<file path="config.mk">
export PLATFORM = sky130hd
export DESIGN_NAME = fb_read_arbiter_flat
export DESIGN_NICKNAME = d
export VERILOG_FILES = /design/src/rtl/fb_read_arbiter_if.sv /design/src/rtl/fb_read_arbiter.sv /design/src/flat_wrapper.sv
export SDC_FILE = /design/constraint.sdc
export NUM_CORES = 1
export LEC_CHECK = 0
export BUFFER_PORTS_ARGS = -buffer_cell sky130_fd_sc_hd__clkbuf_2
export CAP_MARGIN = 40
export CORE_MARGIN = 2
export CORE_UTILIZATION = 35
export CTS_CLUSTER_DIAMETER = 30
export DETAILED_ROUTE_END_ITERATION = 10
export REMOVE_ABC_BUFFERS = 1
export SYNTH_ARGS = -nofsm -noshare
export SYNTH_HDL_FRONTEND = slang
export SYNTH_SLANG_ARGS = --single-unit
export TNS_END_PERCENT = 100
</file>
<file path="constraint.sdc">
create_clock -name clk -period 3 [get_ports clk]
set_clock_uncertainty 0.15 [all_clocks]
set_input_delay 0.3 -clock clk [delete_from_list [all_inputs] [get_ports clk]]
set_output_delay 0.3 -clock clk [all_outputs]
set_load 0.03 [all_outputs]
</file>
<file path="src/rtl/fb_read_arbiter_if.sv">
// fb_read_arbiter_if: one requester's read channel into the frame buffer arbiter.
interface fb_read_arbiter_if #(
  parameter int C_NB_ADDR = 15,
  parameter int C_NB_DATA = 12
);
  logic                 req;
  logic [C_NB_ADDR-1:0] addr;
  logic                 gnt;
  logic                 rvalid;
  logic [C_NB_DATA-1:0] rdata;
  modport master (output req, addr, input gnt, rvalid, rdata);
  modport slave  (input req, addr, output gnt, rvalid, rdata);
endinterface

</file>
<file path="src/rtl/fb_read_arbiter.sv">
// fb_read_arbiter: shares the frame buffer read port between VGA (port 0, priority) and OLED (port 1, bounded wait).
module fb_read_arbiter #(
  parameter int C_NB_ADDR  = 15,
  parameter int C_NB_DATA  = 12,
  parameter int C_RD_LAT   = 1,
  parameter int C_MAX_WAIT = 4
) (
  input  logic                 clk,
  input  logic                 rst,
  fb_read_arbiter_if.slave     p0,
  fb_read_arbiter_if.slave     p1,
  output logic [C_NB_ADDR-1:0] mem_addr,
  input  logic [C_NB_DATA-1:0] mem_dout,
  output logic [3:0]           wait1
);
  localparam logic [3:0] MAXW = 4'(C_MAX_WAIT);
  logic                 force1, gnt0, gnt1, out_v, out_p;
  logic [C_NB_ADDR-1:0] addr_q;
  logic [C_RD_LAT-1:0]  tag_v, tag_p;
  always_comb begin
    force1   = p1.req && wait1 == MAXW;
    gnt0     = !rst && p0.req && !force1;
    gnt1     = !rst && p1.req && (!p0.req || force1);
    mem_addr = gnt1 ? p1.addr : gnt0 ? p0.addr : addr_q;
    out_v    = tag_v[C_RD_LAT-1];
    out_p    = tag_p[C_RD_LAT-1];
  end
  assign p0.gnt = gnt0;
  assign p1.gnt = gnt1;
  // tag_p marks reads issued for port 1; tag_v marks cycles that issued any read
  always_ff @(posedge clk or posedge rst) begin
    if (rst) begin
      addr_q    <= '0;
      wait1     <= '0;
      tag_v     <= '0;
      tag_p     <= '0;
      p0.rvalid <= 1'b0;
      p1.rvalid <= 1'b0;
      p0.rdata  <= '0;
      p1.rdata  <= '0;
    end else begin
      addr_q    <= mem_addr;
      wait1     <= (!p1.req || gnt1) ? 4'd0 : (wait1 == MAXW) ? wait1 : wait1 + 4'd1;
      tag_v     <= C_RD_LAT'({tag_v, gnt0 | gnt1});
      tag_p     <= C_RD_LAT'({tag_p, gnt1});
      p0.rvalid <= out_v && !out_p;
      p1.rvalid <= out_v && out_p;
      if (out_v && !out_p) p0.rdata <= mem_dout;
      if (out_v && out_p) p1.rdata <= mem_dout;
    end
  end
endmodule

</file>
<file path="src/flat_wrapper.sv">
// flat-port wrapper written by rule: the top's interface ports become plain ports
module fb_read_arbiter_flat 
#(
  parameter int C_NB_ADDR  = 15,
  parameter int C_NB_DATA  = 12,
  parameter int C_RD_LAT   = 1,
  parameter int C_MAX_WAIT = 4
)
  (clk, rst, mem_addr, mem_dout, wait1, p0_req, p0_addr, p0_gnt, p0_rvalid, p0_rdata, p1_req, p1_addr, p1_gnt, p1_rvalid, p1_rdata);
  fb_read_arbiter_if #(.C_NB_ADDR(C_NB_ADDR), .C_NB_DATA(C_NB_DATA)) p0_i ();
  fb_read_arbiter_if #(.C_NB_ADDR(C_NB_ADDR), .C_NB_DATA(C_NB_DATA)) p1_i ();
  input  logic clk;
  input  logic rst;
  output logic [C_NB_ADDR-1:0] mem_addr;
  input  logic [C_NB_DATA-1:0] mem_dout;
  output logic [3:0] wait1;
  input wire logic [$bits(p0_i.req)-1:0] p0_req;
  input wire logic [$bits(p0_i.addr)-1:0] p0_addr;
  output wire logic [$bits(p0_i.gnt)-1:0] p0_gnt;
  output wire logic [$bits(p0_i.rvalid)-1:0] p0_rvalid;
  output wire logic [$bits(p0_i.rdata)-1:0] p0_rdata;
  input wire logic [$bits(p1_i.req)-1:0] p1_req;
  input wire logic [$bits(p1_i.addr)-1:0] p1_addr;
  output wire logic [$bits(p1_i.gnt)-1:0] p1_gnt;
  output wire logic [$bits(p1_i.rvalid)-1:0] p1_rvalid;
  output wire logic [$bits(p1_i.rdata)-1:0] p1_rdata;
  assign p0_i.req = p0_req;
  assign p0_i.addr = p0_addr;
  assign p0_gnt = p0_i.gnt;
  assign p0_rvalid = p0_i.rvalid;
  assign p0_rdata = p0_i.rdata;
  assign p1_i.req = p1_req;
  assign p1_i.addr = p1_addr;
  assign p1_gnt = p1_i.gnt;
  assign p1_rvalid = p1_i.rvalid;
  assign p1_rdata = p1_i.rdata;
  fb_read_arbiter #(.C_NB_ADDR(C_NB_ADDR), .C_NB_DATA(C_NB_DATA), .C_RD_LAT(C_RD_LAT), .C_MAX_WAIT(C_MAX_WAIT)) u_core (.clk(clk), .rst(rst), .p0(p0_i), .p1(p1_i), .mem_addr(mem_addr), .mem_dout(mem_dout), .wait1(wait1));
endmodule
</file>
# Word level (Yosys, flattened, before mapping)
# Cells that the tools add are included.
# W data, S select, Z words.
word_totals:
  reg_bits: 47
  inputBits: 46
  output_inout_bits: 47
  word_cells: 30
op_classes:
  n_addsub: 1
  n_eq_ne: 2
  muxes: 4
  n_bitwise: 1
  n_reduce_logical: 14
op_table:
  columns: ["operator", "count"]
  rows:
  - ["$mux W15", 2]
  - ["$mux W4", 2]
  - ["$logic_and A1 B1 Y1", 7]
  - ["$logic_not A1 Y1", 5]
  - ["$add A4 B1 Y4 const B", 1]
  - ["$eq A4 B3 Y1 const B", 1]
  - ["$logic_or A1 B1 Y1", 2]
  - ["$ne A2 B1 Y1 const B", 1]
  - ["$or A1 B1 Y1", 1]

# Depth between registers and ports, before layout
# Gate-level depths: netlist (run 1).
depth:
  word_depth: 6
  depth_mapped: 6

# Worst setup path after synthesis (run 1)
# OpenSTA, ideal clock, no wires.
synth_path:
  kind: "input -> output"
  from: "in rst"
  to: "out mem_addr[10]"
  t_arrival_ns: 2.161
  slack_ns: 0.389
  path_stages: 4
  path_buffers: 1
  cell_sequence: "inv_1 -> o211a_4 -> buf_6 -> a221o_1"
synth_between:
  elab_chain_cells: 5
  elab_cells_between_ends: 7
synth_rtl:
  columns: ["element", "line_no", "rtl"]
  rows:
  - ["start: declaration", "flat_wrapper.sv:13", "input logic rst;"]
  - ["$logic_not A1 Y1", "fb_read_arbiter.sv:22", "gnt0 = !rst && p0.req && !force1;"]
  - ["$logic_and A1 B1 Y1 (2 in series)", "fb_read_arbiter.sv:22", null]
  - ["via p0_gnt", "flat_wrapper.sv:19", "output wire logic [$bits(p0_i.gnt)-1:0] p0_gnt;"]
  - ["$mux W15 (2 in series)", "fb_read_arbiter.sv:24", "mem_addr = gnt1 ? p1.addr : gnt0 ? p0.addr : addr_q;"]
  - ["end: declaration", "flat_wrapper.sv:14", "output logic [C_NB_ADDR-1:0] mem_addr;"]
# The timed path passes the listed nets, and every way through them passes these cells.

# Final worst setup path (run 1)
layout_path:
  from: "reg u_core.wait1[0]"
  to: "out mem_addr[1]"
layout_between:
  elab_chain_cells: 6
  elab_cells_between_ends: 8
layout_rtl:
  columns: ["element", "line_no", "rtl"]
  rows:
  - ["start: declaration", "fb_read_arbiter.sv:14", "output logic [3:0] wait1"]
  - ["start signal: assignment", "fb_read_arbiter.sv:43", "wait1 <= (!p1.req || gnt1) ? 4'd0 : (wait1 == MAXW) ? wait1 : wait1 + 4'd1;"]
  - ["$eq A4 B3 Y1 *", "fb_read_arbiter.sv:21", "force1 = p1.req && wait1 == MAXW;"]
  - ["$logic_and A1 B1 Y1 *", "fb_read_arbiter.sv:21", null]
  - ["$logic_not A1 Y1", "fb_read_arbiter.sv:22", null]
  - ["$logic_and A1 B1 Y1", "fb_read_arbiter.sv:22", null]
  - ["$mux W15", "fb_read_arbiter.sv:24", null]
  - ["$mux W15 *", "fb_read_arbiter.sv:24", null]
# Mark *: on every way between the ends. The rest lies on a longest branch, timed or not.

==> results of run 1 <==
## sequential cells by signal (all words and copies together) (netlist names)
signal            cells
u_core.wait1          4
u_core.p0.rdata      12
u_core.p0.rvalid      1
u_core.out_v          1
u_core.out_p          1
u_core.addr_q        15
u_core.p1.rvalid      1
u_core.p1.rdata      12
## cell type report
cell class	count	area share, %
timing repair buffer	96	19.2
tap	72	3.53
clock buffer	7	2.99
multi-input combinational	74	27.2
inverter	6	0.881
clock inverter	1	0.196
sequential	47	46.0
## cell families (layout without fill, tap and decap cells)
logic type | count (synthesis) | count (layout) | synth area share, %
adder cells (fa/ha/maj) | 2 | 2 | 1.30
multiplexers | 24 | 24 | 14.0
flip-flops | 47 | 47 | 61.1
buffers and inverters | 11 | 110 | 2.86
XOR/XNOR | 1 | 1 | 0.455
AND/OR/NAND/NOR | 24 | 24 | 7.99
AO/OA/AOI/OAI | 23 | 23 | 12.3
## path summary, 6_finish.rpt
kind                                     start                   to  cells past startpoint
min reg2reg                u_core.p1.rdata[11]  u_core.p1.rdata[11]                      1
min                                        rst    u_core.addr_q[12]                      3
max reg2reg                    u_core.wait1[0]     u_core.addr_q[1]                      5
min in group clk                   mem_dout[4]   u_core.p1.rdata[4]                      2
max                            u_core.wait1[0]          mem_addr[1]                      6
max in group asynchronous                  rst   u_core.p1.rdata[0]                      3
## synth_stat cells
| library cell | n |
|---|---|
| o32ai_1 | 1 |
| a211oi_4 | 1 |
| nor2b_1 | 1 |
| nor3_1 | 1 |
| and2_1 | 15 |
| dfrtp_1 | 47 |
| ha_1 | 2 |
| nand3_1 | 3 |
| nand2_1 | 2 |
| o22ai_1 | 1 |
| a311oi_1 | 1 |
| mux2_2 | 24 |
| a221o_1 | 9 |
| buf_4 | 1 |
| xor2_1 | 1 |
| inv_2 | 1 |
| nand2b_1 | 1 |
| a221o_2 | 6 |
| buf_6 | 1 |
| o211a_4 | 1 |
| o21ai_0 | 2 |
| nand3b_4 | 1 |
| o21bai_1 | 1 |
| buf_2 | 2 |
| clkbuf_1 | 1 |
| inv_1 | 5 |
## per-stage QoR
step	util [%]	instance area, µm²	cells
after floorplan	-	1890	127
final	47.3	2550	303
after global routing	47.3	2550	303
after detailed placement	45.8	2470	295
after global placement	45.6	2470	294
after CTS	47.3	2550	303
## worst max-delay path: cells and delay by family, from the launching register on
kind            cells  cell delay, ns
compound gates      2            0.76
flops               1            0.44
buf+inv             2            0.27
fa+ha+maj           1            0.21
simple gates        1            0.13
## where the power goes
group / internal [mW] / switching, mW
clock network: 0.164 / 0.194
logic: 0.178 / 0.320
registers: 0.728 / 0.0394
## layer usage
metal / routed length (µm) / up-vias / global-route usage (%) / share of wire, %
li1: - / 680 / - / -
met2: 1760 / 76 / 22.1 / 45
met3: 404 / 6 / 5.29 / 10
met5: 0 / - / 0 / 0
met4: 58 / 0 / 5.26 / 1.5
met1: 1680 / 680 / 16.2 / 43
==> results.json, run 1 <==
{
  "cts-htree-levels": 2,
  "p_leak_nw": 1.30,
  "path_max_fanout": 16,
  "synth_area_mm2": 0.00193,
  "drv_cap": 0,
  "finalSetupTns_ns": 0,
  "die_w_um": 78.2,
  "nets": 278,
  "cts.sinks": 47,
  "layout_common_cells": "clkbuf_2, dfrtp_1, mux2_2",
  "syn2layout_area_growth_pct": 32.7,
  "slew_violations": 0,
  "overflow": 0,
  "initial_core_util_pct": 35.6,
  "grt_max_degree": 48,
  "ys_warn_count": 0,
  "setup_viol": 0,
  "avgViaCountPerCell": 4.76,
  "fp.coreArea_mm2": 0.00541,
  "pre_cts_slack_ns": 0.752,
  "grt_pass1_vias": 1423,
  "r2r_slack_ns": 1.12,
  "vias": 1442,
  "clk_latency_ns": 0.29,
  "grt_usage_pct": 13.6,
  "status": "finished, final reports clean",
  "rsz0062_at_grt": "no",
  "startpoint_type": "register",
  "slowest_stage": "dfrtp_1",
  "rows": 27,
  "regArea_mm2": 0.00118,
  "fillers": 520,
  "cts_hold_buf": 0,
  "finalWorstSetupSlack_ns": 0.458,
  "layout_min_cycle_time_ns": 2.54,
  "final_common_cell": "clkbuf_2",
  "grt_antenna_before_repair": 0,
  "endpoint_kind": "output pin",
  "whs_ns": 0.0940,
  "slowest_delay_ns": 0.44,
  "firstDrtPassIters": 4,
  "drive_above_1_share_pct": 59.3,
  "ys_ff_latch": 47,
  "antenna_left": 0,
  "cts.path.max_buffers": 2,
  "synth_cell_types": 26,
  "synthCells": 132,
  "synth.area.top_cells": "dfrtp_1, mux2_2, and2_1",
  "synth_area_leader_cell": "dfrtp_1",
  "globalplace.congestion": 0.723,
  "avgSynthCellArea_um2": 14.6,
  "die_y_um": 78.2,
  "min_period_over_period_pct": 84.7,
  "cts_made_buffers": 5,
  "power_density_mw_per_mm2": 635,
  "worstMarginPinSlew_ns": 0.590,
  "ios": 93,
  "wl_per_cell_um": 12.9,
  "path_class": "register to output pin",
  "die_area_mm2": 0.00611,
  "synth_top_cell_area_share_pct": 61.1,
  "numPortBuffers": 92,
  "drc": 0,
  "max-slew-margin-rel_pct": 60.6,
  "ys_seq_area_share_pct": 61.1,
  "ir_drop_uv": 257,
  "holdCritPathClass": "primary input to async pin",
  "cts_root_buffer": "clkbuf_8",
  "grt_pass1_wl_mm": 6.48,
  "drt_wl_total_mm": 3.90,
  "cp.required_ns": 2.55,
  "cts_resized": 0,
  "postCtsSetupRepairBufs": 0,
  "timing.fmax_mhz": 393,
  "cts_tree": "done",
  "hold_violations": 0,
  "multiInputGateArea_um2": 694,
  "crit_chain": "inv_1 -> ha_1 -> nand3b_4 -> o211a_4 -> a221o_2 -> clkbuf_2",
  "antenna_cells": 0,
  "dp.final_hpwl_mm": 2.86,
  "path_clk_slew_ns": 0.08,
  "worstPathArrival_ns": 2.09,
  "dr.first_iter.drc_count": 36,
  "power.total_mw": 1.62
}
(Power assumes the default switching activity.)
==> run 2, diff against run 1 <==
clock period = 2.6 ns   (was 3 ns; I/O delays follow)
==> run 2 against run 1 <==
  * First-iteration DRC count shrank 14%
  * Flip-flop and latch count is the same
  * Clock power grew 74%
  * Sequential share of layout area shrank 0.84 points
  * Via count shrank 2.0%
  * Critical path type unchanged
  * Largest cell class unchanged
==> results.json, run 2 (synthesized netlist as in run 1, its figures left out) <==
{
  "swShare_pct": 31.3,
  "path_class": "register to output pin",
  "switching_power_mw": 0.651,
  "cp.required_ns": 2.19,
  "dp.final_hpwl_mm": 2.82,
  "max-slew-margin-rel_pct": 46.6,
  "avgViaCountPerCell": 4.68,
  "pre_cts_slack_ns": 0.423,
  "holdCritPathClass": "primary input to async pin",
  "seq_power_share_pct": 42.6,
  "grt_usage_pct": 13.8,
  "worstPathArrival_ns": 2.08,
  "die_w_um": 78.2,
  "largest_register_ffs": 15,
  "finalWorstSetupSlack_ns": 0.111,
  "drv_cap": 0,
  "crit_chain": "inv_1 -> ha_1 -> nand3b_4 -> o211a_4 -> a221o_2 -> clkbuf_2",
  "timing.critical_path.buf_inv": 2,
  "ir_drop_uv": 302,
  "die_y_um": 78.2,
  "fillers": 491,
  "layout_min_cycle_time_ns": 2.49,
  "cts_made_buffers": 5,
  "fp.coreArea_mm2": 0.00541,
  "r2r_start": "u_core.wait1[0]",
  "initial_core_util_pct": 35.6,
  "cts_hold_buf": 0,
  "nets": 277,
  "dr.first_iter.drc_count": 31,
  "cts_resized": 0,
  "globalplace.congestion": 0.736,
  "slowest_delay_ns": 0.44,
  "cts-htree-levels": 2,
  "power_density_mw_per_mm2": 799,
  "endpoint_kind": "output pin",
  "grt_max_degree": 48,
  "p_comb_share_pct": 27.6,
  "final_common_cell": "clkbuf_2",
  "drc": 0,
  "regArea_mm2": 0.00118,
  "worstMarginPinSlew_ns": 0.799,
  "wl_per_cell_um": 12.8,
  "grt_antenna_before_repair": 0,
  "postCtsSetupRepairBufs": 0,
  "antenna_cells": 0,
  "slowest_stage": "dfrtp_1",
  "setup_viol": 0,
  "clk_latency_ns": 0.29,
  "timing.fmax_mhz": 402,
  "layout_common_cells": "clkbuf_2, dfrtp_1, mux2_2",
  "ff2ff_path_depth": 5,
  "numPortBuffers": 92,
  "crit_family": "compound AO/OA/AOI/OAI gates",
  "drive_above_1_share_pct": 59.6,
  "syn2layout_area_growth_pct": 35.2,
  "status": "finished, final reports clean",
  "top_register": "u_core.addr_q",
  "critPathLaunch": "u_core.wait1[0]",
  "overflow": 0,
  "ios": 93,
  "cts.path.max_buffers": 2,
  "min_period_over_period_pct": 95.7,
  "rows": 27,
  "endpoint": "mem_addr[1]",
  "hold_violations": 0,
  "biggestRegsByFlops": "u_core.addr_q (15), u_core.p0.rdata (12), u_core.p1.rdata (12)",
  "antenna_left": 0,
  "startpoint_type": "register",
  "firstDrtPassIters": 2,
  "reg2reg_to": "u_core.addr_q[1]",
  "drt_wl_total_mm": 3.87,
  "p_leak_nw": 1.32,
  "grt_pass1_wl_mm": 6.46,
  "vias": 1413,
  "path_clk_slew_ns": 0.08,
  "power_frac_clock_pct": 29.8,
  "path_max_fanout": 16,
  "path_depth": 6,
  "cts_tree": "done",
  "finalSetupTns_ns": 0,
  "internal_power_mw": 1.43,
  "r2r_slack_ns": 0.74,
  "slew_violations": 0,
  "cts_root_buffer": "clkbuf_8",
  "multiInputGateArea_um2": 694,
  "grt_pass1_vias": 1400,
  "rsz0062_at_grt": "no",
  "die_area_mm2": 0.00611,
  "cts.sinks": 47
}
## run 2: changes by cell type in the layout (fill, tap and decap cells not counted), sizes merged
cell    before  now
buf          4    3
bufinv       0    2
clkbuf      99   98
clkinv       1    0
## run 2: how the worst min path moves through the flow
stage,start,to,slack [ns],cells past startpoint
after floorplan,p1_req,u_core.wait1[2],0.25,2
after global routing,mem_dout[6],u_core.p1.rdata[6],0.04,2
after CTS,p1_addr[14],u_core.addr_q[14],0.04,2
after detailed placement,u_core.p1.rdata[5],u_core.p1.rdata[5],0.34,1
after global placement,u_core.p1.rdata[2],u_core.p1.rdata[2],0.34,1
final,rst,u_core.addr_q[11],0.04,3
## run 2: power by group through the flow
| stage | combinational (mW) | clock [mW] | sequential, mW |
|---|---|---|---|
| floorplan | 0.234 | 0 | 1.06 |
| global placement | 0.576 | 0 | 0.900 |
| detailed placement | 0.579 | 0 | 0.902 |
| CTS | 0.581 | 0.645 | 0.887 |
| global route | 0.616 | 0.681 | 0.899 |
| finish | 0.573 | 0.621 | 0.886 |
## run 2: cell type report
type / count / area share [%]
clock buffers: 6 / 2.79
clock inverters: 2 / 2.31
inverters: 6 / 0.865
multi-input cells: 74 / 26.7
flip-flops and latches: 47 / 45.2
well taps: 72 / 3.46
repair buffers: 95 / 18.7
## run 2: stage by stage
| step | hold WS [ns] | instances | power (mW) | area, µm² | util, % |
|---|---|---|---|---|---|
| finish | 0.0445 | 302 | 2.08 | 2600 | 48.1 |
| detailed placement | 0.342 | 294 | 1.48 | 2470 | 45.6 |
| global route | 0.0427 | 302 | 2.20 | 2600 | 48.1 |
| CTS | 0.0432 | 302 | 2.11 | 2600 | 48.1 |
| floorplan | 0.246 | 127 | 1.29 | 1890 | - |
| global placement | 0.336 | 294 | 1.48 | 2470 | 45.6 |
## run 2: per-layer routing
metal | GRT usage [%] | up-vias | wire (µm)
met5 | 0 | - | 0
met4 | 4.74 | 0 | 56
met3 | 4.94 | 5 | 348
met2 | 21.5 | 74 | 1670
met1 | 17.8 | 656 | 1790
li1 | - | 678 | -
## run 2: tightest hold or removal path, delay by kind of cell
| family | cells | cell delay (ns) |
|---|---|---|
| buf+inv | 3 | 0.69 |
==> run 3, diff against run 2 <==
ABC_AREA = 1   (was not set)
GPL_TIMING_DRIVEN = 0   (was not set)
==> run 3 against run 2 <==
  * Clock-buffer cell count rose by 1
  * Critical path depth rose by 1
  * Global-route usage rose by 1.1 points
  * Cell count rose by 26%
  * Core utilization fell by 0.34 points
  * Clock power fell by 34%
  * Fmax rose by 2.0%
  * Non-clock buffer count did not move
  * Wire length rose by 14%
  * Via count rose by 22%
  * Critical path type unchanged
  * Combinational power rose by 0.7%
==> results.json, run 3 <==
{
  "ys_seq_area_share_pct": 59.7,
  "power_density_mw_per_mm2": 720,
  "layout_common_cells": "clkbuf_2, nand3_1, dfrtp_1",
  "fp.coreArea_mm2": 0.00547,
  "grt_antenna_before_repair": 0,
  "cts-htree-levels": 2,
  "firstDrtPassIters": 4,
  "min_period_over_period_pct": 93.8,
  "synth_cell_types": 17,
  "grt_pass1_wl_mm": 7.31,
  "finalSetupTns_ns": 0,
  "path_class": "register to output pin",
  "pre_cts_slack_ns": 0.344,
  "setup_viol": 0,
  "finalWorstSetupSlack_ns": 0.161,
  "drt_wl_total_mm": 4.39,
  "grt_pass1_vias": 1630,
  "rows": 27,
  "cts_root_buffer": "clkbuf_8",
  "endpoint_kind": "output pin",
  "overflow": 0,
  "holdCritPathClass": "primary input to register",
  "synth.area.top_cells": "dfrtp_1, nand3_1, nand2_1",
  "numPortBuffers": 92,
  "biggestRegsByFlops": "u_core.addr_q (15), u_core.p0.rdata (12), u_core.p1.rdata (12)",
  "avgViaCountPerCell": 4.53,
  "avgSynthCellArea_um2": 9.17,
  "power.total_mw": 1.88,
  "largest_register_ffs": 15,
  "nets": 356,
  "die_y_um": 79.0,
  "hold_violations": 0,
  "worstMarginPinSlew_ns": 0.833,
  "drc": 0,
  "synthFlopType": "dfrtp_1",
  "vias": 1727,
  "initial_core_util_pct": 36.0,
  "clk_latency_ns": 0.28,
  "postCtsSetupRepairBufs": 0,
  "cts.path.max_buffers": 2,
  "grt_usage_pct": 14.9,
  "top_register": "u_core.addr_q",
  "ir_drop_uv": 272,
  "dr.first_iter.drc_count": 45,
  "path_max_fanout": 18,
  "path_clk_slew_ns": 0.08,
  "ios": 93,
  "slew_violations": 0,
  "timing.fmax_mhz": 410,
  "antenna_cells": 0,
  "drv_cap": 0,
  "synth_top_cell_area_share_pct": 59.7,
  "cts_made_buffers": 5,
  "cp.required_ns": 2.19,
  "syn2layout_area_growth_pct": 32.8,
  "synth_area_leader_cell": "dfrtp_1",
  "synth_area_mm2": 0.00197,
  "wl_per_cell_um": 11.5,
  "die_w_um": 79.0,
  "top_layer_used": "met4",
  "synthCells": 215,
  "rsz0062_at_grt": "no",
  "wl_met2_mm": 1.87,
  "max-slew-margin-rel_pct": 44.3,
  "synth_edf_count": 0,
  "worstPathArrival_ns": 2.03,
  "status": "finished, final reports clean",
  "cts_tree": "done",
  "wl_met3_um": 456,
  "drive_above_1_share_pct": 34.6,
  "antenna_left": 0,
  "final_util_pct": 47.8,
  "ys_ff_latch": 47,
  "p_leak_nw": 1.46,
  "synth_commonest_cells": "dfrtp_1, nand3_1, nand2_1",
  "final_common_cell": "clkbuf_2",
  "cts.sinks": 47,
  "ys_warn_count": 0,
  "dp.final_hpwl_mm": 3.23,
  "placed_cells": 371,
  "globalplace.congestion": 0.733,
  "die_area_mm2": 0.00625,
  "layout_min_cycle_time_ns": 2.44,
  "layout.cells.non_filler": 381,
  "grt_max_degree": 30,
  "met1Wirelength_mm": 2.04,
  "async_reset_ff_share_pct": 100,
  "startpoint_type": "register"
}
-- run 3: cell types whose count changed after synthesis, sizes merged, moves of 7 or more --
cell | previous run | this run
o21ai | 2 | 27
a221o | 15 | 0
nand3 | 3 | 47
mux2 | 24 | 0
inv | 6 | 26
nand2 | 2 | 46
nor2 | 0 | 7
and2 | 15 | 0
-- run 3: per-stage QoR --
stage | instance area [µm²] | hold slack (ns)
after floorplan | 1930 | 0.226
after global placement | 2480 | 0.275
after detailed placement | 2500 | 0.202
after CTS | 2600 | 0.0544
after global routing | 2620 | 0.0775
final | 2620 | 0.0668
-- run 3: timing repair --
| item | 4_1_cts | 5_1_grt |
|---|---|---|
| hold buffers | 2 | 0 |
| endpoints found under the hold margin | 19 | 0 |
| resized for setup | 0 | 3 |
| endpoints found under the setup margin | 0 | 16 |
-- run 3: cell families (layout without fill, tap and decap cells) --
kind of cell               after synthesis  in the layout  synth area share, %
and+or+nand+nor                        101            101                 23.5
DFF                                     47             47                 59.7
buffers and inverters                   35            129                 7.24
AOI/OAI and AO/OA                       28             28                 7.43
adders and majority gates                2              2                 1.27
xor gates and xnor gates                 2              2                0.889
-- run 3: critical path, cell delays in order (launching register included) --
cell,delay (ns)
dfrtp_1,0.45
inv_1,0.08
ha_1,0.22
nand4_4,0.32
nand2_8,0.24
nand3_1,0.08
nand3_1,0.12
clkbuf_2,0.22
-- run 3: power by group --
part           switching, mW  internal, mW
clock                  0.220         0.189
combinational          0.412         0.166
sequential            0.0534         0.843
-- run 3: per-layer routing --
metal	track usage [%]	vias up
met5	0	-
met4	4.48	0
met3	4.89	2
met2	23.7	84
met1	19.3	753
li1	-	888
-- run 3: worst paths after layout --
kind | start | end | slack [ns] | depth (start not counted)
setup / recovery | u_core.wait1[0] | mem_addr[7] | 0.16 | 7
hold / removal | mem_dout[5] | u_core.p0.rdata[5] | 0.07 | 3
setup reg to reg | u_core.wait1[0] | u_core.wait1[2] | 0.83 | 7
hold reg to reg | u_core.out_p | u_core.p0.rvalid | 0.29 | 1
max in group asynchronous | rst | u_core.addr_q[1] | 0.59 | 4
min in group asynchronous | rst | u_core.wait1[3] | 0.46 | 4
-- run 3: area by class of cell --
cell class              count  area [µm²]
flip-flops and latches     47        1180
repair buffers             95         500
inverters                  26        97.6
clock inverters             1        5.00
well taps                  72        90.1
multi-input cells         133         671
clock buffers               7        76.3
fillers                   560        2860
